<file path="src/rtl/regfile_ctx.sv">
// Context save/restore sequencer for an 8-entry register file.
// Save streams R0..R7 out over a valid/ready port, one register read cycle
// followed by one transmit cycle per word. Restore accepts eight words from a
// valid/ready port and writes them to R0..R7 in order, one per accepted beat.
module regfile_ctx #(
  parameter int WIDTH = 16
) (
  input  logic             clk,
  input  logic             reset,
  input  logic             save_req,
  input  logic             restore_req,
  output logic             busy,
  output logic             done,
  output logic [2:0]       rf_src,
  input  logic [WIDTH-1:0] rf_data,
  output logic             rf_load,
  output logic [2:0]       rf_dest,
  output logic [WIDTH-1:0] rf_in,
  output logic [WIDTH-1:0] out_data,
  output logic [2:0]       out_idx,
  output logic             out_valid,
  input  logic             out_ready,
  input  logic [WIDTH-1:0] in_data,
  input  logic             in_valid,
  output logic             in_ready
);

  localparam logic [2:0] IDLE    = 3'd0;
  localparam logic [2:0] SAVE_RD = 3'd1;
  localparam logic [2:0] SAVE_TX = 3'd2;
  localparam logic [2:0] RESTORE = 3'd3;
  localparam logic [2:0] DONE    = 3'd4;

  localparam logic [2:0] LAST_IDX = 3'd7;

  logic [2:0]       state;
  logic [2:0]       cnt;
  logic [WIDTH-1:0] out_data_q;

  // Sequencer: state and word counter; save has priority over restore in IDLE.
  always_ff @(posedge clk) begin
    if (reset) begin
      state <= IDLE;
      cnt   <= 3'd0;
    end else begin
      case (state)
        IDLE: begin
          cnt <= 3'd0;
          if (save_req) begin
            state <= SAVE_RD;
          end else if (restore_req) begin
            state <= RESTORE;
          end
        end
        SAVE_RD: begin
          state <= SAVE_TX;
        end
        SAVE_TX: begin
          if (out_ready) begin
            if (cnt == LAST_IDX) begin
              state <= DONE;
            end else begin
              cnt   <= cnt + 3'd1;
              state <= SAVE_RD;
            end
          end
        end
        RESTORE: begin
          if (in_valid) begin
            if (cnt == LAST_IDX) begin
              state <= DONE;
            end else begin
              cnt <= cnt + 3'd1;
            end
          end
        end
        DONE: begin
          state <= IDLE;
          cnt   <= 3'd0;
        end
        default: begin
          state <= IDLE;
          cnt   <= 3'd0;
        end
      endcase
    end
  end

  // Save word capture: latch the read port in the read cycle so the word stays
  // stable for however long the consumer stalls in the transmit cycle.
  always_ff @(posedge clk) begin
    if (reset) begin
      out_data_q <= '0;
    end else if (state == SAVE_RD) begin
      out_data_q <= rf_data;
    end
  end

  // Output decode: indices all follow the counter, handshakes follow the state.
  always_comb begin
    busy      = (state != IDLE);
    done      = (state == DONE);
    rf_src    = cnt;
    rf_dest   = cnt;
    out_idx   = cnt;
    out_data  = out_data_q;
    out_valid = (state == SAVE_TX);
    in_ready  = (state == RESTORE);
    rf_load   = (state == RESTORE) && in_valid;
    rf_in     = in_data;
  end

endmodule

</file>
<file path="config.mk">
export PLATFORM = sky130hd
export DESIGN_NAME = regfile_ctx
export DESIGN_NICKNAME = d
export VERILOG_FILES = /design/src/rtl/regfile_ctx.sv
export SDC_FILE = /design/constraint.sdc
export NUM_CORES = 1
export LEC_CHECK = 0
export BUFFER_PORTS_ARGS = -buffer_cell sky130_fd_sc_hd__buf_2
export CORE_ASPECT_RATIO = 1.25
export CORE_MARGIN = 2
export CORE_UTILIZATION = 45
export CTS_BUF_LIST = sky130_fd_sc_hd__clkbuf_4 sky130_fd_sc_hd__clkbuf_8
export DETAILED_ROUTE_END_ITERATION = 16
export PLACE_DENSITY = 0.93
export SYNTH_ARGS = -nofsm -noshare
export SYNTH_HDL_FRONTEND = slang
export SYNTH_SLANG_ARGS = --single-unit
</file>
<file path="constraint.sdc">
create_clock -name clk -period 3.9 [get_ports clk]
set_clock_uncertainty 0.1 [all_clocks]
set_input_delay 0.195 -clock clk [delete_from_list [all_inputs] [get_ports clk]]
set_output_delay 0.195 -clock clk [all_outputs]
set_load 0.1 [all_outputs]
</file>
Word-level counts from Yosys, hierarchy flattened
Cells that the tools add are included.
- flip-flop bits (word level): 22
- input bits: 38
- output and inout bits: 46
- add/sub/neg operators: 1
- equality and inequality tests: 9
- muxes and demuxes: 11
- bitwise operators: 1
- reductions and logical operators: 5
- operators by type and width (cell ; number):
    two-way mux 3 bit ; 9
    one-hot mux 3 bit (4 select lines) ; 1
    one-hot mux 3 bit (3 select lines) ; 1
    equality test 3 x 2 -> 1 bit, second input constant ; 2
    equality test 3 bit, second input constant ; 2
    inequality test 2 x 1 -> 1 bit, second input constant ; 2
    AND reduction 4 bit ; 1
    adder 3 x 1 -> 3 bit, second input constant ; 1
    equality test 3 x 1 -> 1 bit, second input constant ; 1
    logical NOT 3 bit ; 1
    inequality test 3 bit, second input constant ; 1
    AND reduction 3 bit ; 1
    nonzero test 3 bit ; 1
    inequality test 2 bit, second input constant ; 1
    logical AND 1 bit ; 1
    NOT 1 bit ; 1

Logic depth before layout (Yosys ltp)
Gate-level depths: netlist of the first run.
- word-level depth: 4
- gate-level depth with buffers: 7
- depth with buffers taken out: 6

Least setup slack after synthesis of the first run
No wires, ideal clock.
- kind: reg2out
- from: reg state[1]
- to: out done
- data arrival time: 2689 ps
- setup slack: 916 ps
- cell stages (with the launch flop): 3
- buffers on the path: 1
- cell sequence: dfxtp_1 buf_4 nor3b_1
- word-level cells in the longest chain between the ends: 1
- RTL lines (item ; line ; text):
    from (decl) ; 36 ; logic [2:0] state;
    from (signal assigned) ; 43 ; state <= IDLE;
    from (signal assigned) ; 50 ; state <= SAVE_RD;
    from (signal assigned) ; 52 ; state <= RESTORE;
    equality test 3 bit ; 102 ; done = (state == DONE);
    to (decl) ; 13 ; output logic done,
No other way between the ends.

Worst setup path in the final report of the first run
- from: reg state[1]
- to: out out_valid
- word-level cells in the longest chain between the ends: 1
- RTL lines (item ; line ; text):
    equality test 3 x 2 -> 1 bit ; 107 ; out_valid = (state == SAVE_TX);
    to (decl) ; 21 ; output logic out_valid,
No other way between the ends.

==> impl_metrics.yaml, run 1 <==
run_status:
  outcome: "finished, final reports clean"
synth:
  count_of_warnings_emitted_by_yosys: 0
  yosys.cell_types.count: 28
  synth_top_family_by_area: "simple AND/OR/NAND/NOR gates"
  syn_area_um2: 1150
  synth-simple-area-share: 0.264
  synth_nets: 182
  synth_sequential_area_ratio: 0.384
  syn-instance-count: 141
  post_synth_mux_area_share: 0.0273
  syn_area_per_cell_um2: 8.14
  synth_xor_xnor_area_share: 0
  flip_flop_and_latch_count_after_synthesis: 22
  synth_adder_area_share: 0.0327
  synth-compound-area-share: 0.0905
worst_setup_path:
  worst-path-max-fanout: 13
  critPathMaxStageDelay_ps: 600
  cp_cell_sequence: "nand2b_1, nor2_1, buf_2"
  end_kind: "primary output"
  startpoint_type: "register"
  timing.critical_path.required_ps: 3610
  reg2reg_setup_slack_ps: 2100
  crit_type: "reg -> out"
  critical_path_slowest_stage_cell: "sky130_fd_sc_hd__dfxtp_1"
  critPathArrivalTime_ps: 1680
finish:
  most_frequent_cells_in_the_layout: "sky130_fd_sc_hd__buf_2, sky130_fd_sc_hd__nand2_1, sky130_fd_sc_hd__dfxtp_1, sky130_fd_sc_hd__a21oi_1, sky130_fd_sc_hd__nor2_1"
  final_net_count: 209
  diode_insertion_count_for_antenna_repair: 0
  fin_util: 0.512
  areaGrowthSynthToFinish_pct: 8.40
  layout_commonest_cell: "sky130_fd_sc_hd__buf_2"
  post_route_cells_drive_above_1_share: 0.355
drt:
  dr_total_vias: 984
  routed_via_density: 4.94
  detail-route-antenna-nets: 0
  wl_um: 2250
  drt-pass1-iter-count: 4
  remaining_drc_errors: 0
  drt-initial-drc-count: 16
  post_drt_wl_per_cell_um: 11.3
grt:
  grt_overflow: 0
  grt_start_max_net_pins: 24
  grt_pass1_vias: 851
  aggregate_global_route_resource_usage: 0.154
  grt_antenna_before_repair: 0
  grt_first_pass_wirelength_um: 3640
placed_design:
  gp_congestion: 0.730
  detailed_place_hpwl_um: 1710
  port-buffer-count: 51
clock_network:
  cts_resized: 0
  cts_sinks: 22
  clock_tree_from_tritoncts: "built"
  htreeDepth: 1
  clk_pin_slew_ps: 110
  cts_buffers: 3
  cts.root.buffer_cell: "sky130_fd_sc_hd__clkbuf_4"
  cts_post_setup_buffers_inserted: 0
  worstSkewPairLatency_ps: 290
  post_cts_hold_buffer_count: 0
  max-clock-path-buffers: 2
floorplan:
  design.die.area_um2: 2970
  floorplan.initialDensity: 0.473
  core_area_um2: 2430
  floorplan.die.height_um: 60.5
  io_pins: 84
  row_count: 20
  chipWidth_um: 49.2
power_and_ir_drop:
  worst_ir_drop_vdd_uv: 269
  pnr_total_power_w: 0.000572
  power-per-cell-area_nw_per_um2: 460
  p_comb_frac: 0.391
  power.switching_fraction: 0.446
  share_seq_of_total_power: 0.446
  leakagePower_nw: 0.601
  p_switching_w: 0.000255
  internal_power_w: 0.000317
  power_frac_clock: 0.164
sta:
  setup-violations-final: 0
  max_clock_freq_ghz: 0.506
  maxSlewViolCount: 0
  period_needed_ps: 1980
  worstMarginPinSlew_ps: 602
  hold_violations: 0
  period_share: 0.506
  timing.setup.tns_ps: 0
  grt_setup_unrepaired: "false"
  slew_headroom: 0.597
hold_path:
  worstHoldPathType: "in -> reg"
flow_run:
  cap_violations: 0
==> stage by stage <==
stage	area (um2)	setup WS, ps	cells	hold WS [ps]
after floorplan	1150	916	141	231
after global placement	1220	2180	196	291
after detailed placement	1220	2110	196	291
after CTS	1240	1910	199	15.1
after global routing	1240	1780	199	14.4
final	1240	1920	199	28.7
==> worst paths after layout <==
kind,from,end,cells after the start
setup reg to reg,out_idx[0]$_SDFFE_PP0P_,out_idx[0]$_SDFFE_PP0P_,6
hold / removal,rf_data[11],out_data[11]$_SDFFE_PP0N_,3
hold reg to reg,out_data[3]$_SDFFE_PP0N_,out_data[3]$_SDFFE_PP0N_,2
setup / recovery,state[1]$_SDFFE_PP0P_,out_valid,3
==> cell usage after synthesis <==
cell,count,area (um2)
sky130_fd_sc_hd__and2_1,1,6.26
sky130_fd_sc_hd__buf_4,23,173
sky130_fd_sc_hd__dfxtp_1,22,440
sky130_fd_sc_hd__buf_8,1,15.0
sky130_fd_sc_hd__buf_6,2,22.5
sky130_fd_sc_hd__nand3_1,1,5.00
sky130_fd_sc_hd__nor3_1,3,15.0
sky130_fd_sc_hd__or3_2,1,7.51
sky130_fd_sc_hd__mux2i_1,2,20.0
sky130_fd_sc_hd__nor3b_1,2,15.0
sky130_fd_sc_hd__clkbuf_1,2,7.51
sky130_fd_sc_hd__nor2b_1,2,12.5
sky130_fd_sc_hd__and4_2,1,10.0
sky130_fd_sc_hd__ha_1,3,37.5
sky130_fd_sc_hd__nand2b_1,4,25.0
sky130_fd_sc_hd__nor4_1,2,12.5
sky130_fd_sc_hd__or3_1,1,6.26
sky130_fd_sc_hd__mux2_1,1,11.3
sky130_fd_sc_hd__a31oi_1,1,6.26
sky130_fd_sc_hd__nor2_1,6,22.5
sky130_fd_sc_hd__buf_2,1,5.00
sky130_fd_sc_hd__o21ai_0,1,5.00
sky130_fd_sc_hd__inv_6,1,8.76
sky130_fd_sc_hd__nor3_4,1,16.3
sky130_fd_sc_hd__a21oi_1,17,85.1
sky130_fd_sc_hd__nand2_1,37,139
sky130_fd_sc_hd__a211oi_1,1,7.51
sky130_fd_sc_hd__nor3_2,1,10.0
==> layout make-up <==
cell class / instances / area [um2]
Multi-Input combinational cell: 89 / 475
Inverter: 1 / 8.76
Fill cell: 256 / 1180
Timing Repair Buffer: 51 / 255
Clock buffer: 3 / 22.5
Sequential cell: 22 / 440
Tap cell: 33 / 41.3
==> worst max-delay path, delay by kind of cell (launching register included) <==
family,cells,cell delay (ps)
simple gates,2,350
buf+inv,1,440
flops,1,600
==> state kept, by name, indices dropped and copies added (netlist names) <==
signal    flops
state         3
out_idx       3
out_data     16
==> power by group through the flow <==
stage	Sequential [W]	Clock, W	Combinational (W)
after floorplan	0.000348	0	0.000188
after global placement	0.000259	0	0.000224
after detailed placement	0.000260	0	0.000225
after CTS	0.000255	0.000101	0.000225
after global routing	0.000258	0.000109	0.000234
final	0.000255	0.0000936	0.000223
==> layer usage <==
| layer | up-vias | GRT usage | share of wire |
|---|---|---|---|
| li1 | 490 | - | - |
| met1 | 438 | 0.160 | 0.41 |
| met3 | 6 | 0.0369 | 0.096 |
| met2 | 50 | 0.297 | 0.48 |
| met4 | 0 | 0.0694 | 0.0076 |
| met5 | - | 0 | 0 |
==> cells by family after synthesis <==
| logic type | count (synthesis) |
|---|---|
| adder cells (fa/ha/maj) | 3 |
| flip-flops | 22 |
| AO/OA/AOI/OAI | 20 |
| AND/OR/NAND/NOR | 63 |
| buffers and inverters | 30 |
| multiplexers | 3 |
No activity file was read; power rests on OpenSTA's default activity.
==> run 2, diff against run 1 <==
- ABC_AREA: not set -> 1
- CORE_UTILIZATION: 45 -> 42
- PLACE_DENSITY: 0.93 -> 0.87
- clock period: 3.9 -> 2 ns (I/O delays scaled with it)
==> run 2 against run 1 <==
Non-clock buffer count up 17. Setup slack got worse by 1800 ps. Global-route usage grew 1.9 points. Sequential share of layout area decreased by 6.2 points. Count of clock-buffer cells in the layout unchanged. First-iteration DRC count fell by 6.3%. Core utilization rose by 6.0 points. Design area up 22%. Highest routed layer unchanged.
==> impl_metrics.yaml, run 2 <==
placed_design:
  gp_congestion: 0.685
  detailed_place_hpwl_um: 1760
  detailedPlace.worstSlack_ps: 463
  placement.cell_area_um2: 1290
  port-buffer-count: 51
worst_setup_path:
  setup.worst_path.start: "state[1]$_SDFFE_PP0P_"
  timing.critical_path.required_ps: 1800
  worstReg2RegEnd: "state[1]$_SDFFE_PP0P_"
  critical_path_slowest_stage_cell: "sky130_fd_sc_hd__dfxtp_1"
  startpoint_type: "register"
  reg2reg_setup_slack_ps: 570
  end_kind: "primary output"
  worst-path-max-fanout: 6
  critical_path.endpoint: "rf_load"
  critPathArrivalTime_ps: 1650
  critPathMaxStageDelay_ps: 530
  crit_type: "reg -> out"
  count_of_cell_instances_traversed_by_the_critical_path: 5
  worst_r2r_path_depth: 7
  timing.critical_path.max_delay_family: "flip-flops"
  r2r_start: "out_idx[0]$_SDFFE_PP0P_"
  cp_cell_sequence: "nand2_2, nor2_4, inv_1, nor2_2, buf_2"
  cp_num_buf_inv: 2
finish:
  final_non_filler_cell_area_um2: 1520
  diode_insertion_count_for_antenna_repair: 0
  final_net_count: 245
  post_route_cells_drive_above_1_share: 0.365
  layout_commonest_cell: "sky130_fd_sc_hd__buf_2"
  filler_cell_count: 267
  largest_reg_flops: 16
  areaGrowthSynthToFinish_pct: 30.0
  most_frequent_cells_in_the_layout: "sky130_fd_sc_hd__buf_2, sky130_fd_sc_hd__nor2_1, sky130_fd_sc_hd__dfxtp_1, sky130_fd_sc_hd__dlygate4sd3_1, sky130_fd_sc_hd__nand2_1"
clock_network:
  cts_resized: 0
  clock_tree_from_tritoncts: "built"
  clk_pin_slew_ps: 110
  cts_buffers: 3
  max-clock-path-buffers: 2
  cts_sinks: 22
  worstSkewPairLatency_ps: 300
  cts.root.buffer_cell: "sky130_fd_sc_hd__clkbuf_4"
  htreeDepth: 1
floorplan:
  core_area_um2: 2650
  floorplan.die.height_um: 62.9
  io_pins: 84
  chipWidth_um: 51.2
  floorplan.initialDensity: 0.440
  design.die.area_um2: 3220
  row_count: 21
power_and_ir_drop:
  power.switching_fraction: 0.575
  power_frac_clock: 0.150
  p_switching_w: 0.00127
  leakagePower_nw: 0.799
  p_comb_frac: 0.583
  worst_ir_drop_vdd_uv: 883
  share_seq_of_total_power: 0.268
  power-per-cell-area_nw_per_um2: 1460
  internal_power_w: 0.000941
sta:
  worstMarginPinSlew_ps: 557
  max_clock_freq_ghz: 0.540
  hold_violations: 0
  minimum_hold_slack_ps: 100
  maxSlewViolCount: 0
  grt_setup_unrepaired: "false"
  post-route-worst-setup-slack_ps: 148
  slew_headroom: 0.628
  period_share: 0.926
  period_needed_ps: 1850
  setup-violations-final: 0
hold_path:
  worstHoldPathType: "in -> out"
synth:
  flip_flop_and_latch_count_after_synthesis: 22
  syn_area_um2: 1170
  count_of_warnings_emitted_by_yosys: 0
  yosys.area.top_type: "sky130_fd_sc_hd__dfxtp_1"
  post_synth_most_frequent_cells: "sky130_fd_sc_hd__nor2_1, sky130_fd_sc_hd__buf_4, sky130_fd_sc_hd__dfxtp_1"
  main_flop_type_after_synthesis: "sky130_fd_sc_hd__dfxtp_1"
  synth-simple-area-share: 0.309
  synth.most_common_cell: "sky130_fd_sc_hd__nor2_1"
  synth_nets: 198
  synth_top_family_by_area: "simple AND/OR/NAND/NOR gates"
  synth_async_sr_flop_share: 0
  synth_sequential_area_ratio: 0.377
  dominant_cells_by_area_after_synthesis: "sky130_fd_sc_hd__dfxtp_1, sky130_fd_sc_hd__buf_4, sky130_fd_sc_hd__nor2_1"
  syn_area_per_cell_um2: 7.44
  syn-instance-count: 157
  synth_xor_xnor_area_share: 0
  synth_top_area_frac: 0.377
  yosys.cell_types.count: 21
  synth_adder_area_share: 0.0322
  synth_edf_count: 0
  synth-compound-area-share: 0.0772
  post_synth_mux_area_share: 0
grt:
  grt_overflow: 0
  grt_first_pass_wirelength_um: 4330
  grt_antenna_before_repair: 0
  aggregate_global_route_resource_usage: 0.173
  grt_start_max_net_pins: 22
  grt_pass1_vias: 1062
drt:
  post_drt_wl_per_cell_um: 10.6
  drt-pass1-iter-count: 4
  dr_total_vias: 1073
  wl_um: 2520
  routed_via_density: 4.53
  detail-route-antenna-nets: 0
  drt-initial-drc-count: 15
  remaining_drc_errors: 0
flow_run:
  cap_violations: 0
run_status:
  outcome: "finished, final reports clean"
-- run 2: cell count changes in the layout (fill, tap and decap cells not counted), sizes merged, moves of 3 or more --
cell	delta
dlygate4sd3	+17
nand2	-19
nor2	+39
nor3	-3
o21ai	+17
inv	+12
nand2b	-4
nand4	+5
a21oi	-17
nand3	+4
-- run 2: kinds of logic after synthesis --
group | Yosys count
simple gates | 75
buf+inv | 39
flops | 22
fa+ha+maj | 3
compound gates | 18
-- run 2: layer usage --
metal	track usage	vias up	routed length (um)
li1	-	563	-
met1	0.173	465	972
met2	0.326	35	1340
met3	0.0359	10	131
met4	0.0777	0	67
met5	0	-	0
-- run 2: per-stage QoR --
step / utilization / total power, W / instances / setup TNS (ps)
after floorplan: - / 0.00189 / 157 / -272
after global placement: 0.488 / 0.00185 / 216 / 0
after detailed placement: 0.488 / 0.00187 / 216 / 0
after CTS: 0.572 / 0.00223 / 237 / 0
after global routing: 0.572 / 0.00233 / 237 / 0
final: 0.572 / 0.00221 / 237 / 0
-- run 2: how the worst min path moves through the flow --
stage	startpoint	to	slack [ps]	depth (start not counted)
6_report	in_data[11]	rf_in[11]	100	0
5_1_grt	in_data[14]	rf_in[14]	100	0
4_1_cts	restore_req	state[1]$_SDFFE_PP0P_	90	5
3_5_place_dp	in_data[15]	rf_in[15]	100	0
3_3_place_gp	in_data[15]	rf_in[15]	100	0
2_1_floorplan	reset	state[2]$_SDFFE_PP0P_	70	1
-- run 2: layout make-up --
class / count / area, um2 / area share
multi-input combinational: 96 / 505 / 0.333
clock buffer: 3 / 22.5 / 0.0148
sequential: 22 / 443 / 0.292
clock inverter: 1 / 30.0 / 0.0198
tap: 34 / 42.5 / 0.0280
inverter: 13 / 48.8 / 0.0322
timing repair buffer: 68 / 425 / 0.280
-- run 2: repair_timing --
| action | in CTS | in global routing |
|---|---|---|
| buffers inserted | 0 | 0 |
| hold buffers | 17 | 0 |
| endpoints found under the hold margin | 17 | 0 |
-- run 2: power by group through the flow --
stage / Combinational (W) / Sequential (W) / Clock, W
floorplan: 0.000767 / 0.00112 / 0
global placement: 0.00126 / 0.000600 / 0
detailed placement: 0.00127 / 0.000605 / 0
CTS: 0.00129 / 0.000595 / 0.000346
global route: 0.00136 / 0.000606 / 0.000367
finish: 0.00129 / 0.000592 / 0.000331
==> run 3, diff against run 2 <==
- CELL_PAD_IN_SITES_DETAIL_PLACEMENT: not set -> 1
- CELL_PAD_IN_SITES_GLOBAL_PLACEMENT: not set -> 2
- CORE_UTILIZATION: 42 -> 20
- PLACE_DENSITY: 0.87 -> 0.85
==> run 3 against run 2 <==
Hold slack worse by 93 ps. Critical path depth unchanged. Routed wire length up 17%. Count of clock-buffer cells in the layout unchanged. Non-clock buffer count down 2. Final cell count up 12%. Via count up 1.2%. Sequential cell count unchanged. Sequential share of layout area down 0.17 points. Sequential power about the same. Critical endpoint unchanged. Largest cell class unchanged.
==> impl_metrics.yaml, run 3 (synthesis results as in run 2) <==
clock_network:
  cts_post_setup_buffers_inserted: 0
  post_cts_hold_buffer_count: 15
  max-clock-path-buffers: 2
  cts_resized: 0
  htreeDepth: 1
  cts_buffers: 3
  cts.root.buffer_cell: "sky130_fd_sc_hd__clkbuf_8"
  worstSkewPairLatency_ps: 260
  clock_tree_from_tritoncts: "built"
  clk_pin_slew_ps: 80
  cts_sinks: 22
sta:
  worstMarginPinSlew_ps: 633
  timing.setup.tns_ps: 0
  max_clock_freq_ghz: 0.565
  period_share: 0.885
  maxSlewViolCount: 0
  setup-violations-final: 0
  slew_headroom: 0.578
  hold_violations: 0
  period_needed_ps: 1770
  grt_setup_unrepaired: "false"
run_status:
  outcome: "finished, final reports clean"
drt:
  remaining_drc_errors: 0
  wl_um: 2950
  drt-pass1-iter-count: 2
  post_drt_wl_per_cell_um: 11.1
  drt-initial-drc-count: 13
  routed_via_density: 4.08
  detail-route-antenna-nets: 0
  dr_total_vias: 1086
floorplan:
  core_area_um2: 5700
  design.die.area_um2: 6470
  row_count: 31
  floorplan.initialDensity: 0.205
  chipWidth_um: 72.3
  floorplan.die.height_um: 89.4
  io_pins: 84
finish:
  fin_util: 0.268
  most_frequent_cells_in_the_layout: "sky130_fd_sc_hd__buf_2, sky130_fd_sc_hd__nor2_1, sky130_fd_sc_hd__dfxtp_1, sky130_fd_sc_hd__dlygate4sd3_1, sky130_fd_sc_hd__nand2_1"
  final_net_count: 243
  areaGrowthSynthToFinish_pct: 30.8
  largest_reg_flops: 16
  final_non_filler_cell_area_um2: 1530
  post_route_cells_drive_above_1_share: 0.365
  diode_insertion_count_for_antenna_repair: 0
  layout_commonest_cell: "sky130_fd_sc_hd__buf_2"
grt:
  grt_antenna_before_repair: 0
  grt_pass1_vias: 1073
  grt_start_max_net_pins: 22
  grt_first_pass_wirelength_um: 4820
  aggregate_global_route_resource_usage: 0.0962
  grt_overflow: 0
worst_setup_path:
  startpoint_type: "register"
  timing.critical_path.max_delay_family: "flip-flops"
  critPathArrivalTime_ps: 1570
  critical_path_slowest_stage_cell: "sky130_fd_sc_hd__dfxtp_1"
  cp_cell_sequence: "nand2_2, nor2_4, inv_1, nor2_2, buf_2"
  timing.critical_path.required_ps: 1800
  critPathMaxStageDelay_ps: 510
  end_kind: "primary output"
  worst-path-max-fanout: 6
  crit_type: "reg -> out"
  cp_num_buf_inv: 2
power_and_ir_drop:
  pnr_total_power_w: 0.00216
  worst_ir_drop_vdd_uv: 312
  power-per-cell-area_nw_per_um2: 1410
  leakagePower_nw: 0.784
hold_path:
  worstHoldPathType: "in -> reg"
placed_design:
  gp_congestion: 0.755
  placement.cell_area_um2: 1340
  port-buffer-count: 51
  detailed_place_hpwl_um: 2160
flow_run:
  cap_violations: 0
-- run 3: cell types whose count changed in the layout (fill, tap and decap cells not counted), sizes merged --
cell,before,now
dlygate4sd3,17,15
bufinv,1,0
-- run 3: path summary, 6_finish.rpt --
kind	startpoint	endpoint	slack (ps)	cells past startpoint
min	rf_data[10]	out_data[10]$_SDFFE_PP0N_	7	3
min reg2reg	out_data[8]$_SDFFE_PP0N_	out_data[8]$_SDFFE_PP0N_	380	2
max reg2reg	out_idx[0]$_SDFFE_PP0P_	out_idx[2]$_SDFFE_PP0P_	560	7
max	state[1]$_SDFFE_PP0P_	rf_load	230	5
-- run 3: final cells by class --
class / count / area (um2)
Fill cell: 700 / 4180
Multi-Input combinational cell: 96 / 505
Sequential cell: 22 / 443
Timing Repair Buffer: 66 / 405
Tap cell: 66 / 82.6
Inverter: 13 / 48.8
Clock buffer: 3 / 41.3
-- run 3: tightest hold or removal path, stage by stage --
cell	delay (ps)
sky130_fd_sc_hd__buf_2	80
sky130_fd_sc_hd__o21ai_0	80
sky130_fd_sc_hd__nor2_1	80
-- run 3: metal layers --
metal / vias up / share of wire / track usage
met5: - / 0 / 0
met4: 0 / 0.012 / 0.0412
met3: 4 / 0.046 / 0.00902
met2: 28 / 0.55 / 0.192
met1: 495 / 0.40 / 0.101
li1: 559 / - / -
-- run 3: per-stage QoR --
stage | worst slack [ps] | hold WS [ps] | cells
floorplan | -253 | 72.4 | 157
global placement | 526 | 101 | 248
detailed placement | 500 | 101 | 248
CTS | 202 | 11.1 | 266
global route | 116 | 26.4 | 266
finish | 231 | 7.47 | 266
-- run 3: where the power goes --
group	internal (W)	switching [W]
logic	0.000213	0.00108
clock network	0.000134	0.000138
registers	0.000523	0.0000693
total	0.000870	0.00129
